**src/rtl/cbus_arbiter_pkg.sv**
```systemverilog
// Shared cache-bus types for the cbus arbiter slice.
//   cbus_req_t  : 151-bit master request (valid, is_write, addr, size, len, burst, data, strb)
//   cbus_resp_t : 66-bit bridge response (ready, last, data)
//   mlen_t      : burst length in AXI encoding (beats - 1)
//   arb_state_t : arbiter FSM states
package cbus_arbiter_pkg;

   localparam int AXI_BURST_LEN = 256;
   // One extra bit so the beat counter can hold AXI_BURST_LEN itself.
   localparam int BEAT_CNT_W    = $clog2(AXI_BURST_LEN) + 1;

   typedef enum logic [7:0] {
      MLEN1   = 8'd0,
      MLEN2   = 8'd1,
      MLEN4   = 8'd3,
      MLEN8   = 8'd7,
      MLEN16  = 8'd15,
      MLEN256 = 8'd255
   } mlen_t;

   typedef enum logic [2:0] {
      MSIZE1 = 3'd0,
      MSIZE2 = 3'd1,
      MSIZE4 = 3'd2,
      MSIZE8 = 3'd3
   } msize_t;

   typedef struct packed {
      logic        valid;
      logic        is_write;
      logic [63:0] addr;
      msize_t      size;
      mlen_t       len;
      logic [1:0]  burst;
      logic [63:0] data;
      logic [7:0]  strb;
   } cbus_req_t;

   typedef struct packed {
      logic        ready;
      logic        last;
      logic [63:0] data;
   } cbus_resp_t;

   typedef enum logic [1:0] {
      ARB_IDLE = 2'd0,
      ARB_BUSY = 2'd1,
      ARB_TURN = 2'd2
   } arb_state_t;

endpackage

```
**src/rtl/cbus_arbiter_rr_pick.sv**
```systemverilog
// Combinational round-robin picker.
//   valid : request vector
//   ptr   : highest-priority index this round
//   any   : at least one request present
//   idx   : first valid index scanning ptr, ptr+1, ... wrapping
module cbus_arbiter_rr_pick #(
   parameter  int N_REQ = 2,
   localparam int IDX_W = $clog2(N_REQ)
) (
   input  logic [N_REQ-1:0] valid,
   input  logic [IDX_W-1:0] ptr,
   output logic             any,
   output logic [IDX_W-1:0] idx
);

   // Scan from the far end back towards ptr so the closest hit wins last.
   always_comb begin
      any = 1'b0;
      idx = '0;
      for (int k = N_REQ - 1; k >= 0; k--) begin
         if (valid[(int'(ptr) + k) % N_REQ]) begin
            any = 1'b1;
            idx = IDX_W'((int'(ptr) + k) % N_REQ);
         end
      end
   end

endmodule

```
**src/rtl/cbus_arbiter.sv**
```systemverilog
// Round-robin arbiter sharing one cache bus between N_REQ masters.
//   clk, reset_n : clock, async active-low reset
//   ireqs/iresps : per-master request in / response out
//   oreq/oresp   : request to / response from the AXI bridge
//   grant_valid  : a master owns the bus
//   grant_idx    : owning master
//   protocol_err : sticky burst protocol violation
//
// state    | meaning
// ARB_IDLE | bus free, pick next master from ptr
// ARB_BUSY | idx owns the bus until the beat carrying last
// ARB_TURN | one dead cycle so the finishing master can drop valid
module cbus_arbiter
   import cbus_arbiter_pkg::*;
#(
   parameter  int N_REQ = 2,
   localparam int IDX_W = $clog2(N_REQ)
) (
   input  logic             clk,
   input  logic             reset_n,
   input  cbus_req_t        ireqs  [N_REQ],
   output cbus_resp_t       iresps [N_REQ],
   output cbus_req_t        oreq,
   input  cbus_resp_t       oresp,
   output logic             grant_valid,
   output logic [IDX_W-1:0] grant_idx,
   output logic             protocol_err
);

   arb_state_t            state_q, state_d;
   logic [IDX_W-1:0]      ptr_q, ptr_d;
   logic [IDX_W-1:0]      idx_q, idx_d;
   logic [BEAT_CNT_W-1:0] beat_cnt_q, beat_cnt_d;
   logic                  err_q, err_d;

   logic [N_REQ-1:0]      req_valid;
   logic                  pick_any;
   logic [IDX_W-1:0]      pick_idx;

   always_comb begin
      for (int i = 0; i < N_REQ; i++) begin
         req_valid[i] = ireqs[i].valid;
      end
   end

   cbus_arbiter_rr_pick #(.N_REQ(N_REQ)) u_rr_pick (
      .valid (req_valid),
      .ptr   (ptr_q),
      .any   (pick_any),
      .idx   (pick_idx)
   );

   always_comb begin
      state_d    = state_q;
      ptr_d      = ptr_q;
      idx_d      = idx_q;
      beat_cnt_d = beat_cnt_q;
      err_d      = err_q;
      oreq       = '0;
      for (int i = 0; i < N_REQ; i++) begin
         iresps[i] = '0;
      end

      case (state_q)
         ARB_IDLE: begin
            if (pick_any) begin
               idx_d      = pick_idx;
               beat_cnt_d = '0;
               state_d    = ARB_BUSY;
            end
         end
         ARB_BUSY: begin
            // Forwarded live: write data/strobe change per beat.
            oreq          = ireqs[idx_q];
            iresps[idx_q] = oresp;
            // Bursts cannot be aborted, so a dropped valid only flags an error.
            if (!ireqs[idx_q].valid) begin
               err_d = 1'b1;
            end
            if (oresp.ready) begin
               beat_cnt_d = beat_cnt_q + 1'b1;
               if (oresp.last) begin
                  // beat_cnt_q counts earlier beats, matching AXI len (beats-1).
                  if (beat_cnt_q != {1'b0, ireqs[idx_q].len}) begin
                     err_d = 1'b1;
                  end
                  ptr_d   = (idx_q == IDX_W'(N_REQ - 1)) ? '0 : idx_q + 1'b1;
                  state_d = ARB_TURN;
               end
            end
         end
         ARB_TURN: begin
            state_d = ARB_IDLE;
         end
         default: begin
            state_d = ARB_IDLE;
         end
      endcase

      if (oresp.ready && !oreq.valid) begin
         err_d = 1'b1;
      end
   end

   always_ff @(posedge clk or negedge reset_n) begin
      if (!reset_n) begin
         state_q    <= ARB_IDLE;
         ptr_q      <= '0;
         idx_q      <= '0;
         beat_cnt_q <= '0;
         err_q      <= 1'b0;
      end else begin
         state_q    <= state_d;
         ptr_q      <= ptr_d;
         idx_q      <= idx_d;
         beat_cnt_q <= beat_cnt_d;
         err_q      <= err_d;
      end
   end

   assign grant_valid  = (state_q == ARB_BUSY);
   assign grant_idx    = idx_q;
   assign protocol_err = err_q;

endmodule
```
**config.mk**
```make
export PLATFORM = sky130hd
export DESIGN_NAME = cbus_arbiter
export DESIGN_NICKNAME = d
export VERILOG_FILES = /design/src/rtl/cbus_arbiter_pkg.sv /design/src/rtl/cbus_arbiter_rr_pick.sv /design/src/rtl/cbus_arbiter.sv
export SDC_FILE = /design/constraint.sdc
export NUM_CORES = 1
export LEC_CHECK = 0
export ABC_AREA = 1
export BUFFER_PORTS_ARGS = -buffer_cell sky130_fd_sc_hd__buf_4
export CAP_MARGIN = 20
export CORE_AREA = 4 4 256 258
export CTS_BUF_LIST = sky130_fd_sc_hd__clkbuf_8
export CTS_CLUSTER_SIZE = 16
export DETAILED_ROUTE_END_ITERATION = 8
export DIE_AREA = 0 0 260 262
export GPL_ROUTABILITY_DRIVEN = 0
export GPL_TIMING_DRIVEN = 0
export PLACE_DENSITY = 0.32
export SLEW_MARGIN = 40
export SYNTH_ARGS = -nofsm -noshare
export SYNTH_HDL_FRONTEND = slang
export SYNTH_SLANG_ARGS = --single-unit
```
**constraint.sdc**
```tcl
create_clock -name clk -period 2.04 [get_ports clk]
set_input_delay 0.204 -clock clk [delete_from_list [all_inputs] [get_ports clk]]
set_output_delay 0.204 -clock clk [all_outputs]
set_load 0.05 [all_outputs]
```
# Word-level counts from Yosys, hierarchy flattened
# Index checks and enable logic that the tools add are counted.
word_totals:
  ff_bits: 14
  input_bits: 370
  output_inout_bits: 286
  elab_cells: 60
classes:
  n_addsub: 3
  n_lt_le_gt_ge: 4
  eq_ne: 5
  muxes: 30
  bitwise_logic: 3
  n_reduce_logical: 10
op_table:
  columns: ["cell", "n"]
  rows:
  - ["2-to-1 mux 151 bit", 4]
  - ["AND 132 bit", 1]
  - ["2-to-1 mux 132 bit", 1]
  - ["demux 66 bit (select 1 bit)", 1]
  - ["2-to-1 mux 66 bit", 1]
  - ["2-to-1 mux 9 bit", 2]
  - ["case mux 9 bit (2 select lines)", 1]
  - ["2-to-1 mux 1 bit", 16]
  - ["adder 9 x 1 -> 9 bit (second input constant)", 1]
  - ["inequality test 9 x 8 -> 1 bit", 1]
  - ["AND reduction 3 bit", 3]
  - ["2-to-1 mux 2 bit", 3]
  - ["inequality test 2 bit (second input constant)", 3]
  - ["case mux 2 bit (2 select lines)", 1]
  - ["nonzero test 2 bit", 2]
  - ["less-than comparator 2 x 3 -> 1 bit (second input constant)", 1]
  - ["adder 1 bit (second input constant)", 2]
  - ["== test 2 x 1 -> 1 bit (second input constant)", 1]
  - ["greater-or-equal comparator 2 bit (second input constant)", 1]
  - ["logical AND 1 bit", 2]
  - ["zero test 2 bit", 1]
  - ["less-than comparator 1 x 2 -> 1 bit (second input constant)", 1]
  - ["less-than comparator 2 x 1 -> 1 bit (second input constant)", 1]
  - ["NOT 1 -> 2 bit", 1]
  - ["other kinds (3)", 3]

# Longest topological paths before layout
logic_depth:
  depth_word: 10
  mapped_depth: 14
  depth_no_buf: 13

# Cells and area by module
# From an unflattened synthesis, not the netlist that was laid out.
hier_totals:
  cells_unflattened: 852
  area_unflattened_um2: 4121.5
modules_own_cells:
  columns: ["module", "n_inst", "cells_each", "area_per_inst_um2", "seq_area_each_um2"]
  rows:
  - ["cbus_arbiter", 1, 848, 4102.7, 350.3]
  - ["cbus_arbiter_rr_pick", 1, 4, 18.8, 0.0]

# Worst setup path before layout
# OpenSTA, ideal clock, no wires.
synth_path:
  path_kind: "flip-flop to output port"
  startpoint: "register idx_q (netlist: grant_idx)"
  endpoint: "output iresps[112] (netlist bit)"
  arrival_time_ns: 2.428
  required_ns: 1.836
  setup_slack_ns: -0.592
  stages_incl_launch_ff: 7
  n_path_buf: 5
  cell_sequence: "dfrtp_1 > buf_4 > buf_6 > buf_2 > buf_6 > buf_6 > nor3_1"
synth_lines:
  columns: ["item", "line_no", "rtl"]
  rows:
  - ["start, declared", "cbus_arbiter.sv:32", "logic [IDX_W-1:0] idx_q, idx_d;"]
  - ["start signal, assigned", "cbus_arbiter.sv:115", "idx_q <= idx_d;"]
  - ["end, declared", "cbus_arbiter.sv:22", "output cbus_resp_t iresps [N_REQ],"]

==> run metrics <==
growth of design area from synthesis to finish=221%; TritonCTS clock tree=built; Crit. End Element=output port; Slew Limit Headroom=76.4%; global-route wire length before repair=65,800 um; layout net count=~1,900; dominant cells by area after synthesis=nand2_1, a21oi_1, nor3_1; Wirelength per Cell=between 20 and 25 um; number of library cell types mapped by synthesis=26; period utilisation layout=about 100%; vias per cell=3.49; final std cells w/o fill=2,375; H-tree Lvls=1; Initial DRT Pass Iterations=4; routed wire length=49,700 um; Leak=between 6 and 7 nW; commonest non-fill, non-tap cell in the layout=buf_4; io pins=656; Seq pwr share=approximately 1.7%; post-route cell area=approximately 0.013 mm^2; family with the most delay on the worst path=buffers and inverters; dpl cell area=0.0116 mm^2; Num CTS Buffers=3; Psw=about 0.015 W; top_reg_cell synth=dfrtp_1; Clock transition at path regs=~0.060 ns; hpwl dp=between 40,000 and 50,000 um; Cell Rows=92; number of global-route vias before repair=8,994; initial core utilization=under 10%; PD cells=between 1500 and 2000 mW/mm^2; Worst Max-Slew Pin Slew=between 0.3 and 0.4 ns; placed insts=approximately 2,400; cell taking the most area after synthesis=nand2_1; Synth async-reset ratio=100%; status=finished clean; Clock Path Buffers=2; synthesized area per cell=4.79 um^2; Max IR drop VDD=~650 uV; Int Pwr=about 0.0075 W; post-synthesis sequential area ratio=between 8 and 9%; post-synth top area share=~30%; Buf/Inv on CP=6; die height=262 um; ratio of cells with drive above 1 in the final layout=68.9%; I/O Buffers=about 660; die area=0.0681 mm^2; syn_nets=1,224; Post-Syn Instances=~850; Synth Register Bits=14; die width=between 200 and 300 um; Final Max Slew Viols=0; clock root buffer=clkbuf_8; WP data required=1.84 ns; worst slack, placed=-0.715 ns; initial DRC count=roughly 310; Post-synth EDFFs=0; Setup CP Type=flop to output port; Comb power frac=a little over nine tenths; Mapped Area=just over 0.004 mm^2; final hold slack=approximately 0.24 ns; clock share of power=around 1.2%; CP Max Fanout=10; CP max-delay cell=dfrtp_2; core area=0.0630 mm^2; GRT Total Usage=roughly an eighth; setup TNS=0 ns; Hold Fails Final Rpt=0; slowest stage delay, CP=between 0.4 and 0.5 ns; RSZ-0062 raised after global routing=true; fmax=between 400 and 500 MHz; HP Class=primary input to flop; fin worst setup slack=around 0.006 ns; Residual DRC=0; Skew-Pair Late Insertion Delay=0.24 ns; Worst Skew=0.00663 ns; Sink Count=14; Data arrival, critical path=around 1.8 ns; sw frac=67.1%; gr ovfl total=0; initial antenna violation count=1; # setup viols final=0; most frequent cells in the layout=buf_4, nand2_1, buf_6; Ys Warns=0; CP Launch Type=flop; fin crit period=slightly above 2 ns; largest net degree at the start of global routing=15; crit-path most repeated cell=buf_12; post-route ant nets=0; CP cell instances=buf_8, buf_12, buf_12, buf_12, buf_12, nor3_4, buf_6; max capacitance violation total=0; routed via count=a little over 8,000
power groups by stage:
stage / sequential (W) / clock, W / combinational (W)
3_3_place_gp: 0.000404 / 0 / 0.0201
5_1_grt: 0.000406 / 0.000290 / 0.0235
4_1_cts: 0.000399 / 0.000281 / 0.0221
6_report: 0.000396 / 0.000269 / 0.0223
2_1_floorplan: 0.000414 / 0 / 0.0130
3_5_place_dp: 0.000402 / 0 / 0.0201
sequential cells by signal (all words and copies together) (netlist names):
signal / cells
beat_cnt_q: 9
state_q: 2
grant_idx: 1
protocol_err: 1
ptr_q: 1
cell families (layout without fill, tap and decap cells):
family | count (synthesis) | after routing | synth area share (%)
AND/OR/NAND/NOR | 496 | 496 | 51.4
AO/OA/AOI/OAI | 171 | 171 | 21.3
buffers and inverters | 170 | 845 | 18.1
flip-flops | 14 | 14 | 8.58
adder cells (fa/ha/maj) | 1 | 1 | 0.306
multiplexers | 1 | 1 | 0.276
other | 0 | 1 | 0
final timing paths:
check | from | endpoint | slack (ns) | cells after the start
min in group asynchronous | reset_n | beat_cnt_q[3] | 0.37 | 2
max in group asynchronous | reset_n | grant_idx | 1.47 | 2
max reg2reg | beat_cnt_q[0] | beat_cnt_q[8] | 0.36 | 10
max | grant_idx | iresps[114] | 0.006 | 7
min reg2reg | protocol_err | protocol_err | 0.49 | 2
min | oresp[65] | protocol_err | 0.24 | 3
synthesized netlist by cell type, types with 2 or more instances:
library cell and count:
nand2_1 326, a21oi_1 153, nor3_1 135, inv_1 89, buf_2 55, clkbuf_1 19
dfrtp_1 14, nor2_1 13, nand3_1 11, o21ai_0 11, buf_6 4, o211ai_1 4
nor2_2 3, inv_2 2, nand2_2 2, nand2_4 2
layout make-up:
| class | count | area [um^2] |
|---|---|---|
| Fill cell | 7213 | 49900 |
| Timing Repair Buffer | 671 | 5620 |
| Multi-Input combinational cell | 669 | 4770 |
| Tap cell | 846 | 1060 |
| Buffer | 79 | 895 |
| Sequential cell | 14 | 353 |
| Inverter | 91 | 349 |
| Clock buffer | 4 | 55.1 |
| Antenna cell | 1 | 2.50 |
timing repair:
item                                   4_1_cts  5_1_grt
endpoints found under the hold margin       14        0
setup endpoints to repair                  283      189
setup buffers                                3        6
pin swaps                                   18       29
hold buffers                                 1        0
resized for setup                          280       50
cloned                                       0        4
through the flow:
stage          util [%]  total power, W
2_1_floorplan         -          0.0135
3_3_place_gp       18.5          0.0205
3_5_place_dp       18.5          0.0205
4_1_cts            20.3          0.0228
5_1_grt            20.8          0.0242
6_report           20.8          0.0229
worst reg2reg max path, cell delays in order, from the launching register on:
cell	delay [ns]
dfrtp_1	0.46
ha_1	0.18
inv_1	0.06
nor3_1	0.29
nand2_2	0.09
nor2_2	0.12
nand2_2	0.09
nor2_2	0.11
nand3_1	0.07
nand2_1	0.06
nor2_1	0.04
metal layers:
layer | routed length, um | up-vias | global-route usage (%)
li1 | - | 4100 | -
met1 | 18700 | 3768 | 14.8
met2 | 26100 | 400 | 25.1
met3 | 4280 | 20 | 3.96
met4 | 628 | 2 | 1.69
met5 | 18 | - | 0
Power figures use the tool's default switching activity.
